## config.mk

```make
export PLATFORM = sky130hd
export DESIGN_NAME = dmem_arbiter
export DESIGN_NICKNAME = d
export VERILOG_FILES = /design/src/rtl/dmem_arbiter.sv
export SDC_FILE = /design/constraint.sdc
export NUM_CORES = 1
export LEC_CHECK = 0
export ABC_CLOCK_PERIOD_IN_PS = 3610
export BUFFER_PORTS_ARGS = -buffer_cell sky130_fd_sc_hd__buf_4
export CORE_AREA = 2 2 115 117
export DETAILED_ROUTE_END_ITERATION = 16
export DIE_AREA = 0 0 117 119
export PLACE_DENSITY = 0.84
export RECOVER_POWER = 50
export SYNTH_ARGS = -nofsm -noshare
export SYNTH_HDL_FRONTEND = slang
export SYNTH_SLANG_ARGS = --single-unit
export TNS_END_PERCENT = 5
```

## constraint.sdc

```tcl
create_clock -name clk -period 3.61 [get_ports clk]
set_input_delay 0.1805 -clock clk [delete_from_list [all_inputs] [get_ports clk]]
set_output_delay 0.1805 -clock clk [all_outputs]
set_load 0.02 [all_outputs]
```

## src/rtl/dmem_arbiter.sv

```systemverilog
// Two-port arbiter in front of single-port DataMemory: IDLE->ACCESS->RESP, one access per 3 cycles.
// Fixed priority with a starvation counter by default; define DMEM_ARB_RR_EN for round-robin.
module dmem_arbiter #(
  parameter int ADDR_W       = 32,
  parameter int DATA_W       = 32,
  parameter int STARVE_LIMIT = 4
) (
  input  logic              clk,
  input  logic              rst,
  input  logic              req0,
  input  logic              we0,
  input  logic [ADDR_W-1:0] addr0,
  input  logic [DATA_W-1:0] wdata0,
  output logic              ack0,
  output logic [DATA_W-1:0] rdata0,
  output logic              err0,
  input  logic              req1,
  input  logic              we1,
  input  logic [ADDR_W-1:0] addr1,
  input  logic [DATA_W-1:0] wdata1,
  output logic              ack1,
  output logic [DATA_W-1:0] rdata1,
  output logic              err1,
  output logic              mem_read,
  output logic              mem_write,
  output logic [ADDR_W-1:0] mem_addr,
  output logic [DATA_W-1:0] mem_wdata,
  input  logic [DATA_W-1:0] mem_rdata
);

  typedef enum logic [1:0] {IDLE, ACCESS, RESP} state_t;

  state_t            state, state_nxt;
  logic              sel;
  logic              we_r;
  logic [ADDR_W-1:0] addr_r;
  logic [DATA_W-1:0] wdata_r;
  logic [DATA_W-1:0] rdata_r;
  logic              err_r;
  logic              gnt;
  logic              misaligned;

  assign misaligned = |addr_r[1:0];

`ifdef DMEM_ARB_RR_EN
  // ptr names the port that wins the next contested arbitration.
  logic ptr;

  assign gnt = (req0 && req1) ? ptr : req1;

  always_ff @(posedge clk or posedge rst) begin
    if (rst) begin
      ptr <= 1'b0;
    end else if (state == IDLE && (req0 || req1)) begin
      ptr <= ~gnt;
    end
  end
`else
  localparam int            CW    = $clog2(STARVE_LIMIT + 1);
  localparam logic [CW-1:0] LIMIT = CW'(STARVE_LIMIT);

  logic [CW-1:0] cnt;

  assign gnt = (req0 && req1) ? (cnt == LIMIT) : req1;

  // Counts port-0 wins over a waiting port 1; any port-1 grant or idle port 1 clears it.
  always_ff @(posedge clk or posedge rst) begin
    if (rst) begin
      cnt <= '0;
    end else if (state == IDLE) begin
      if (!req1) begin
        cnt <= '0;
      end else if (req0 && cnt != LIMIT) begin
        cnt <= cnt + 1'b1;
      end else begin
        cnt <= '0;
      end
    end
  end
`endif

  always_ff @(posedge clk or posedge rst) begin
    if (rst) begin
      state <= IDLE;
    end else begin
      state <= state_nxt;
    end
  end

  always_comb begin
    state_nxt = state;
    ack0      = 1'b0;
    ack1      = 1'b0;
    rdata0    = '0;
    rdata1    = '0;
    err0      = 1'b0;
    err1      = 1'b0;
    mem_read  = 1'b0;
    mem_write = 1'b0;
    mem_addr  = '0;
    mem_wdata = '0;
    case (state)
      IDLE: begin
        if (req0 || req1) begin
          state_nxt = ACCESS;
        end
      end
      ACCESS: begin
        mem_addr  = addr_r;
        mem_wdata = wdata_r;
        mem_write = we_r && !misaligned;
        mem_read  = !we_r && !misaligned;
        state_nxt = RESP;
      end
      RESP: begin
        if (sel) begin
          ack1   = 1'b1;
          rdata1 = rdata_r;
          err1   = err_r;
        end else begin
          ack0   = 1'b1;
          rdata0 = rdata_r;
          err0   = err_r;
        end
        state_nxt = IDLE;
      end
      default: state_nxt = IDLE;
    endcase
  end

  always_ff @(posedge clk or posedge rst) begin
    if (rst) begin
      sel     <= 1'b0;
      we_r    <= 1'b0;
      addr_r  <= '0;
      wdata_r <= '0;
      rdata_r <= '0;
      err_r   <= 1'b0;
    end else begin
      case (state)
        IDLE: begin
          if (req0 || req1) begin
            sel     <= gnt;
            we_r    <= gnt ? we1 : we0;
            addr_r  <= gnt ? addr1 : addr0;
            wdata_r <= gnt ? wdata1 : wdata0;
          end
        end
        ACCESS: begin
          rdata_r <= (!we_r && !misaligned) ? mem_rdata : '0;
          err_r   <= misaligned;
        end
        default: ;
      endcase
    end
  end

endmodule
```

==> metrics.csv <==
metric;value;unit
status;complete, but fails checks;
violations;capacitance limit, slew limit;
cpMaxStageDelayCell;nor4_2;
grt_pass1_wl;29000;um
io_buffers;299;
cellPowerDensity;691;nW/um2
crit_chain;nand2b_1, nor4_2, buf_4;
clock_sinks;104;
holdBufCountCts;0;
synth.most_common_cell;and2_1;
place_congestion;0.832;
fp.dieArea;13900;um2
ys.warnings.count;0;
synthTopCellsByCount;112 x and2_1, 104 x dfrtp_1, 66 x nand3_1, 66 x nand4_1, 47 x o21ai_0;
dpl.hpwl;13000;um
holdPathEnd;rdata_r[11];
grtUsageTotal;0.264;
asyncSetResetFlopFracSynth;1.00;
synthTopCellsByArea;dfrtp_1 46%, and2_1 12%, nand4_1 7.2%, o211ai_1 5.9%, nand3_1 5.8%;
holdPathStages;2;
required;3430;ps
crit_path_end_kind;primary output;
cts_resized;0;
synth-seq-cells;104;
cts_setup_buffers;0;
rsz0062_at_grt;no;
crit_fanout;14;
hold_viol;0;
fin_crit;2620;ps
nets;1050;
worstSetupPathType;register to primary output;
core_area;12900;um2
min_from;mem_rdata[11];
synthCells;632;
fin_crit_sh;0.726;
critPathLaunchType;register;
num_antenna_cells;0;
placed_cell_area;8010;um2
worstReg2RegEnd;wdata_r[20];
cts.reportedPaths.clkPinSlew;70;ps
grt_max_degree;79;
setup_violations;0;
ant_nets;0;
netlist-cell-type-count;28;
synth_edf_count;0;
vias;5993;
viasPerCell;5.64;
insertion_delay;340;ps
cp-startpoint;state[1];
synth.net_count;800;
critPathArrivalTime;2440;ps
hp-class;input port to register;
drv_slew;116;
fmax;0.382;GHz
htreeDepth;3;
max_stage_delay;1150;ps
grt_pass1_vias;5741;
max_slew_margin;-0.867;
drc;0;
finalInstanceArea;8260;um2
synth_area_per_cell;9.03;um2
max-vdd-ir-drop;0.000401;V
syn_to_final_growth;44.8;%
rr_worst_depth;4;
crit-reg2reg-launch;state[0];
rows;42;
cts_tree;done;
holdWs;55.5;ps
drt_iter0_markers;385;
num_io_pins;300;
rrSetupSlack;1120;ps
overflow;0;
avgRoutedWirePerCell;17.8;um
drt-total-wl;18900;um
seq_area_frac_synth;0.456;
worst_slew_pin_slew;2790;ps
die_y;119;um
root_buffer;clkbuf_16;
antenna_found_initial;0;
die_w;117;um
start_util;0.443;
drv_cap;3;
fill_cells;1103;
drtPass1Iterations;5;
synth_ff_type;dfrtp_1;
yosys.area.top_type;dfrtp_1;
p_leak;3.91;nW
finalSetupTns;0;ps
finClkSkew;8.15;ps
cts_buffers;9;
syn_area;5700;um2
yosys.area.top_type_share;0.456;
drive_gt1_frac;0.371;
max-clock-path-buffers;2;
==> placed cells by master (no fill, tap or decap), drive strengths merged, types with 2 or more instances in the layout <==
cell    instances
buf           302
and2          112
dfrtp         104
nand4          66
nand3          66
o21ai          47
o211ai         45
a22o           32
inv            25
nor2           25
clkbuf         22
o221ai         20
clkinv          3
or2             2
nand2           2
ha              2
==> routing by layer <==
layer | GRT usage | vias to the layer above | wire [um]
met5 | 0 | - | 0
met4 | 0.115 | 0 | 592
met3 | 0.0656 | 41 | 1670
met2 | 0.447 | 278 | 9430
met1 | 0.315 | 2881 | 7230
li1 | - | 2793 | -
==> worst max-delay path, delay by kind of cell (launching register included) <==
kind                   cells  cell delay (ps)
DFF                        1              410
buffers and inverters      1              320
and+or+nand+nor            2             1360
==> stage by stage <==
step	power, mW	worst slack [ps]	utilization	cells
2_1_floorplan	3.73	697	-	632
6_report	5.70	989	0.641	1063
5_1_grt	6.09	803	0.641	1063
3_3_place_gp	4.69	1250	0.622	1047
4_1_cts	5.77	1090	0.646	1063
3_5_place_dp	4.75	1210	0.622	1047
==> final cells by class <==
type / instances / area [um2] / share of cell area
multi-input combinational: 429 / 2710 / 0.328
tap: 176 / 220 / 0.0267
sequential: 104 / 2600 / 0.315
inverter: 26 / 98.8 / 0.0120
timing repair buffer: 312 / 2320 / 0.281
clock inverter: 4 / 52.6 / 0.00636
clock buffer: 12 / 256 / 0.0311
==> state kept, by name (all words and copies together) (netlist names) <==
name and count:
rdata_r 32, cnt 3, err_r 1, addr_r 32, sel 1, state 2
wdata_r 32, we_r 1
==> logic make-up after synthesis <==
family	after synthesis	synth area share
fa+ha+maj	2	0.00439
simple gates	278	0.283
buf+inv	99	0.0693
compound gates	148	0.186
mux	1	0.00197
flops	104	0.456
==> how the worst max path moves through the flow <==
stage	to	slack (ps)	cells after the start
after floorplan	addr_r[0]	700	1
after global placement	addr_r[1]	1250	5
after detailed placement	addr_r[11]	1210	5
after CTS	mem_addr[24]	1090	4
after global routing	mem_read	800	3
final	mem_read	990	3
==> where the power goes <==
| group | total [mW] | switching (mW) | internal (mW) | leakage, nW |
|---|---|---|---|---|
| Combinational | 2.75 | 1.64 | 1.11 | 2.44 |
| Sequential | 1.94 | 0.262 | 1.67 | 1.32 |
| Clock | 1.01 | 0.437 | 0.578 | 0.153 |
| Total | 5.70 | 2.34 | 3.36 | 3.91 |
Power figures use the tool's default switching activity.
